$ cat src/rtl/spi_shift_engine_pkg.sv
// Shared types and constants for the SPI shift engine.
// Bit order on the wire is selected with the SPI_LSB_FIRST_EN macro.
package spi_shift_engine_pkg;

    localparam int W_CPU               = 32;
    localparam int SPI_CLK_DIV_DEFAULT = 2;

    typedef enum logic [1:0] {
        ST_IDLE  = 2'd0,
        ST_LEAD  = 2'd1,
        ST_SHIFT = 2'd2,
        ST_TRAIL = 2'd3
    } spi_state_e;

    // Bit counter width; a one-bit floor keeps tiny configurations legal.
    function automatic int bitcnt_width(input int w);
        return (w <= 2) ? 1 : $clog2(w);
    endfunction

endpackage

$ cat src/rtl/spi_clk_div.sv
// SCLK half-period divider: div_cnt runs 0..CLK_DIV-1 while enabled
// and raises tick on the last count; clr restarts the count at zero.
module spi_clk_div #(
    parameter int CLK_DIV = 2
) (
    input  logic clk,
    input  logic rst,
    input  logic en,
    input  logic clr,
    output logic tick
);

    localparam int W_DIV = (CLK_DIV <= 1) ? 1 : $clog2(CLK_DIV);
    localparam logic [W_DIV-1:0] DIV_LAST = W_DIV'(CLK_DIV - 1);

    logic [W_DIV-1:0] div_cnt_q;
    logic [W_DIV-1:0] div_cnt_d;

    assign tick = en && (div_cnt_q == DIV_LAST);

    always_comb begin
        div_cnt_d = div_cnt_q;
        if (clr) begin
            div_cnt_d = '0;
        end else if (en) begin
            div_cnt_d = tick ? '0 : div_cnt_q + 1'b1;
        end
    end

    always_ff @(posedge clk or posedge rst) begin
        if (rst) begin
            div_cnt_q <= '0;
        end else begin
            div_cnt_q <= div_cnt_d;
        end
    end

endmodule

$ cat src/rtl/spi_shift_engine.sv
// Full-duplex SPI mode-0 master: one parallel word in, one word out.
// Define SPI_LSB_FIRST_EN for LSB-first wire order (default MSB-first).
module spi_shift_engine
    import spi_shift_engine_pkg::*;
#(
    parameter int W_DATA  = W_CPU,
    parameter int CLK_DIV = SPI_CLK_DIV_DEFAULT
) (
    input  logic              clk,
    input  logic              rst,
    input  logic [W_DATA-1:0] tx_data,
    input  logic              tx_valid,
    output logic              tx_ready,
    output logic [W_DATA-1:0] rx_data,
    output logic              rx_valid,
    input  logic              miso,
    output logic              sclk,
    output logic              mosi,
    output logic              cs_n
);

    localparam int W_BC = bitcnt_width(W_DATA);
    localparam logic [W_BC-1:0] LAST_BIT = W_BC'(W_DATA - 1);

    spi_state_e        state_q, state_d;
    logic [W_DATA-1:0] tx_sr_q, tx_sr_d;
    logic [W_DATA-1:0] rx_sr_q, rx_sr_d;
    logic [W_DATA-1:0] rx_data_q, rx_data_d;
    logic [W_BC-1:0]   bit_cnt_q, bit_cnt_d;
    logic              sclk_q, sclk_d;
    logic              mosi_q, mosi_d;
    logic              cs_n_q, cs_n_d;
    logic              tx_ready_q, tx_ready_d;
    logic              rx_valid_q, rx_valid_d;

    logic              tick;
    logic              accept;
    logic              first_bit;
    logic              tx_next_bit;
    logic [W_DATA-1:0] tx_shifted;
    logic [W_DATA-1:0] rx_shifted;

    assign accept = tx_valid && tx_ready_q;

`ifdef SPI_LSB_FIRST_EN
    assign first_bit   = tx_data[0];
    assign tx_next_bit = tx_sr_q[1];
    assign tx_shifted  = {1'b0, tx_sr_q[W_DATA-1:1]};
    assign rx_shifted  = {miso, rx_sr_q[W_DATA-1:1]};
`else
    assign first_bit   = tx_data[W_DATA-1];
    assign tx_next_bit = tx_sr_q[W_DATA-2];
    assign tx_shifted  = {tx_sr_q[W_DATA-2:0], 1'b0};
    assign rx_shifted  = {rx_sr_q[W_DATA-2:0], miso};
`endif

    spi_clk_div #(
        .CLK_DIV(CLK_DIV)
    ) u_clk_div (
        .clk (clk),
        .rst (rst),
        .en  (state_q != ST_IDLE),
        .clr (accept),
        .tick(tick)
    );

    always_ff @(posedge clk or posedge rst) begin
        if (rst) begin
            state_q    <= ST_IDLE;
            tx_sr_q    <= '0;
            rx_sr_q    <= '0;
            rx_data_q  <= '0;
            bit_cnt_q  <= '0;
            sclk_q     <= 1'b0;
            mosi_q     <= 1'b0;
            cs_n_q     <= 1'b1;
            tx_ready_q <= 1'b1;
            rx_valid_q <= 1'b0;
        end else begin
            state_q    <= state_d;
            tx_sr_q    <= tx_sr_d;
            rx_sr_q    <= rx_sr_d;
            rx_data_q  <= rx_data_d;
            bit_cnt_q  <= bit_cnt_d;
            sclk_q     <= sclk_d;
            mosi_q     <= mosi_d;
            cs_n_q     <= cs_n_d;
            tx_ready_q <= tx_ready_d;
            rx_valid_q <= rx_valid_d;
        end
    end

    always_comb begin
        state_d = state_q;
        case (state_q)
            ST_IDLE:  if (accept) state_d = ST_LEAD;
            ST_LEAD:  if (tick) state_d = ST_SHIFT;
            ST_SHIFT: if (tick && sclk_q && (bit_cnt_q == LAST_BIT)) state_d = ST_TRAIL;
            ST_TRAIL: if (tick) state_d = ST_IDLE;
            default:  state_d = ST_IDLE;
        endcase
    end

    // In SHIFT, sclk_q low means this tick is a rising edge, high a falling one.
    always_comb begin
        tx_sr_d    = tx_sr_q;
        rx_sr_d    = rx_sr_q;
        rx_data_d  = rx_data_q;
        bit_cnt_d  = bit_cnt_q;
        sclk_d     = sclk_q;
        mosi_d     = mosi_q;
        cs_n_d     = cs_n_q;
        tx_ready_d = tx_ready_q;
        rx_valid_d = 1'b0;
        case (state_q)
            ST_IDLE: begin
                if (accept) begin
                    tx_sr_d    = tx_data;
                    mosi_d     = first_bit;
                    cs_n_d     = 1'b0;
                    tx_ready_d = 1'b0;
                    bit_cnt_d  = '0;
                end
            end
            ST_LEAD: begin
                if (tick) begin
                    sclk_d  = 1'b1;
                    rx_sr_d = rx_shifted;
                end
            end
            ST_SHIFT: begin
                if (tick) begin
                    sclk_d = ~sclk_q;
                    if (!sclk_q) begin
                        rx_sr_d = rx_shifted;
                    end else if (bit_cnt_q != LAST_BIT) begin
                        bit_cnt_d = bit_cnt_q + 1'b1;
                        tx_sr_d   = tx_shifted;
                        mosi_d    = tx_next_bit;
                    end
                end
            end
            ST_TRAIL: begin
                if (tick) begin
                    cs_n_d     = 1'b1;
                    rx_data_d  = rx_sr_q;
                    rx_valid_d = 1'b1;
                    tx_ready_d = 1'b1;
                end
            end
            default: ;
        endcase
    end

    assign tx_ready = tx_ready_q;
    assign rx_data  = rx_data_q;
    assign rx_valid = rx_valid_q;
    assign sclk     = sclk_q;
    assign mosi     = mosi_q;
    assign cs_n     = cs_n_q;

endmodule

$ cat config.mk
export PLATFORM = sky130hd
export DESIGN_NAME = spi_shift_engine
export DESIGN_NICKNAME = d
export VERILOG_FILES = /design/src/rtl/spi_shift_engine_pkg.sv /design/src/rtl/spi_clk_div.sv /design/src/rtl/spi_shift_engine.sv
export SDC_FILE = /design/constraint.sdc
export NUM_CORES = 1
export LEC_CHECK = 0
export BUFFER_PORTS_ARGS = -buffer_cell sky130_fd_sc_hd__buf_2
export CAP_MARGIN = 30
export CORE_ASPECT_RATIO = 0.6
export CORE_UTILIZATION = 56
export CTS_CLUSTER_DIAMETER = 120
export DETAILED_ROUTE_END_ITERATION = 10
export GPL_TIMING_DRIVEN = 0
export PLACE_DENSITY = 0.79
export SLEW_MARGIN = 5
export SYNTH_ARGS = -nofsm -noshare
export SYNTH_HDL_FRONTEND = slang
export SYNTH_HIERARCHICAL = 1
export SYNTH_SLANG_ARGS = --single-unit
$ cat constraint.sdc
create_clock -name clk -period 4.4 [get_ports clk]
set_input_delay 0.66 -clock clk [delete_from_list [all_inputs] [get_ports clk]]
set_output_delay 0.66 -clock clk [all_outputs]
set_load 0.03 [all_outputs]
==> impl_metrics.py <==
metrics = {
    "clock_tree": {
        "holdBufCountCts": 0,
        "h-tree-depth": 3,
        "cts-root-buf": "clkbuf_16",
        "clkTransAtPathRegs_ns": 0.07,
        "cts_made_buffers": 9,
        "cts-resized-gates": 0,
        "post-cts-setup-buffer-count": 0,
        "cts.sinks": 107,
        "clk_path_buf_depth": 2,
        "worst_skew_pair.late_latency_ns": 0.34,
        "cts_tree": "done",
    },
    "final_layout": {
        "drive_gt1_frac": 0.570,
        "syn_to_final_growth_pct": 18.2,
        "fin_util": 0.691,
        "fillers": 572,
        "ff_latch_area_um2": 2680,
        "final_nets": 440,
        "mostFrequentLayoutCells": "mux2_2 (121), dfrtp_1 (106), buf_2 (80), inv_1 (11), clkbuf_16 (9)",
        "final_common_cell": "mux2_2",
        "multiInputGateArea_um2": 1820,
        "n_antenna_cell": 0,
        "final_area_um2": 5490,
    },
    "critical_path": {
        "critPathMostFrequentCell": "inv_1",
        "cp-end-kind": "flop",
        "crit_chain": "inv_1, ha_1, inv_1, and2_2, nand4b_2, a21oi_4, buf_6, mux2_2",
        "arrival_ns": 2.61,
        "critPathKind": "reg2reg",
        "critPathSlowestCell": "dfrtp_1",
        "critPathLaunchType": "flop",
        "cpPeakStageDelay_ns": 0.40,
        "reg2reg_depth": 8,
        "crit_path_max_fanout": 10,
        "required_ns": 4.62,
    },
    "synthesis": {
        "synth-seq-area-share": 0.577,
        "synth-warning-count": 6,
        "ys_ff_latch": 107,
        "synth_top_area_share": 0.572,
        "syn_nets": 356,
        "postSynthAreaPerCell_um2": 14.8,
        "synth_cell_types": 37,
        "ys_top_cells_by_area": "dfrtp_1 (57%), mux2_2 (29%), ha_1 (1.9%)",
        "syn_area_um2": 4640,
        "synth_top_area_cell": "dfrtp_1",
        "syn_inst": 313,
    },
    "power": {
        "internal-power_mw": 2.46,
        "power_density_nw_per_um2": 651,
        "seqPwrFrac": 0.398,
        "combPwrFrac": 0.365,
        "power_switching_mw": 1.11,
        "clkPwrFrac": 0.237,
        "peakVddDrop_mv": 0.390,
        "total_power_mw": 3.57,
        "power.share.switching": 0.312,
        "p_leak_nw": 2.72,
    },
    "place": {
        "place.port_buffers": 72,
        "dpl-instance-area_um2": 5170,
        "hpwlAfterDp_mm": 5.59,
        "gp_congestion": 0.741,
    },
    "global_routing": {
        "grt_remaining_overflow": 0,
        "track_usage": 0.199,
        "grt_pass1_wl_mm": 13.2,
        "antenna_found_initial": 0,
        "grt_max_degree": 72,
        "grt_pass1_vias": 2688,
    },
    "timing": {
        "worstMarginPinSlew_ns": 0.576,
        "finalHoldViolations": 0,
        "setup_viol": 0,
        "max_slew_margin": 0.616,
        "holdWs_ns": 0.177,
        "layout_min_cycle_time_ns": 2.40,
        "fmax_ghz": 0.417,
        "rsz0062_at_grt": "no",
        "fin_worst_skew_ns": 0.00395,
        "finalCritPeriodShare": 0.544,
        "slew_viol_final": 0,
    },
    "flow_run": {
        "max_cap_violations": 0,
    },
    "floorplan": {
        "row_count": 25,
        "die_y_um": 72.5,
        "dieArea_um2": 8670,
        "coreArea_um2": 7950,
        "ios": 73,
        "die-width_um": 120,
        "initial_utilization": 0.584,
    },
    "routing": {
        "drc": 0,
        "ant_nets": 0,
        "firstDrtPassIters": 4,
        "first_iter_violations": 110,
        "routedWlPerCell_um": 15.4,
        "drt_wl_total_mm": 7.84,
        "vias": 2660,
        "viasPerCell": 5.22,
    },
    "worst_hold_path": {
        "hold_path.class": "in2async",
    },
    "status": {
        "status": "complete, no violations",
    },
}
[critical path: cells and delay by family (launching register included)]
family | cells | cell delay, ns
mux | 1 | 0.36
flops | 1 | 0.40
simple gates | 2 | 0.47
fa+ha+maj | 1 | 0.26
compound gates | 1 | 0.35
buf+inv | 3 | 0.44
[area by class of cell]
type	instances	area share
inverters	12	0.00867
flip-flops and latches	107	0.488
plain buffers	16	0.0176
clock buffers	12	0.0449
repair buffers	73	0.0707
clock inverters	4	0.0135
multi-input cells	178	0.332
well taps	108	0.0246
[kinds of logic after synthesis]
logic type               after synthesis  synth area share
AO/OA/AOI/OAI                         18            0.0302
XOR/XNOR                               1           0.00189
adder cells (fa/ha/maj)                7            0.0189
buffers and inverters                 28            0.0305
flip-flops                           107             0.577
multiplexers                         128             0.311
AND/OR/NAND/NOR                       24            0.0307
[power by group through the flow]
stage | sequential, mW | combinational [mW] | clock [mW]
after floorplan | 1.49 | 0.955 | 0
after global placement | 1.42 | 1.26 | 0
after detailed placement | 1.44 | 1.31 | 0
after CTS | 1.42 | 1.32 | 0.867
after global routing | 1.46 | 1.42 | 0.896
final | 1.42 | 1.30 | 0.847
[sequential cells by signal, summed over array words and instances (netlist names)]
| signal | flops |
|---|---|
| rx_data | 32 |
| rx_sr_q | 32 |
| tx_sr_q | 31 |
| bit_cnt_q | 5 |
| state_q | 2 |
| mosi | 1 |
| rx_valid | 1 |
| sclk | 1 |
| tx_ready | 1 |
| u_clk_div/div_cnt_q | 1 |
[cell usage after synthesis, drive strengths merged]
master   count
nand2        1
and2         3
a21oi        2
nand4b       1
a21bo        1
clkbuf       2
or4          1
mux2       128
and4b        1
a2bb2oi      1
nand2b       1
o21a         1
a211oi       1
nor2b        3
dfrtp      106
o21ba        1
a31oi        1
buf         14
dfstp        1
a21boi       1
inv         12
xnor2        1
nand3        3
nand4        3
o211ai       2
ha           7
o221ai       1
nor2         6
o21ai        6
nor3         1
[per-layer routing]
| metal | global-route usage | vias to the layer above | wire length [um] | part of all wire |
|---|---|---|---|---|
| li1 | - | 1279 | - | - |
| met1 | 0.278 | 1324 | 3880 | 0.49 |
| met2 | 0.305 | 47 | 3570 | 0.46 |
| met3 | 0.0605 | 10 | 304 | 0.039 |
| met4 | 0.0542 | 0 | 87 | 0.011 |
| met5 | 0 | - | 0 | 0 |
[worst paths after layout]
kind | startpoint | end | slack [ns]
worst min-delay path | rst | u_clk_div/div_cnt_q$_DFFE_PP0P_ | 0.18
worst max register to register | state_q[0]$_DFFE_PP0P_ | tx_sr_q[2]$_DFFE_PP0P_ | 2.00
max in group asynchronous | rst | tx_ready$_DFFE_PP1P_ | 3.35
worst max-delay path | state_q[0]$_DFFE_PP0P_ | tx_sr_q[2]$_DFFE_PP0P_ | 2.00
min in group clk | tx_sr_q[16]$_DFFE_PP0P_ | tx_sr_q[16]$_DFFE_PP0P_ | 0.49
worst min register to register | tx_sr_q[16]$_DFFE_PP0P_ | tx_sr_q[16]$_DFFE_PP0P_ | 0.49
[metrics by stage]
step / setup TNS [ns] / std cells / worst slack (ns)
2_1_floorplan: 0 / 313 / 0.953
3_3_place_gp: -22.11 / 493 / -0.216
3_5_place_dp: 0 / 494 / 2.02
4_1_cts: 0 / 510 / 1.99
5_1_grt: 0 / 510 / 1.86
6_report: 0 / 510 / 2.00
Power figures use the tool's default switching activity.
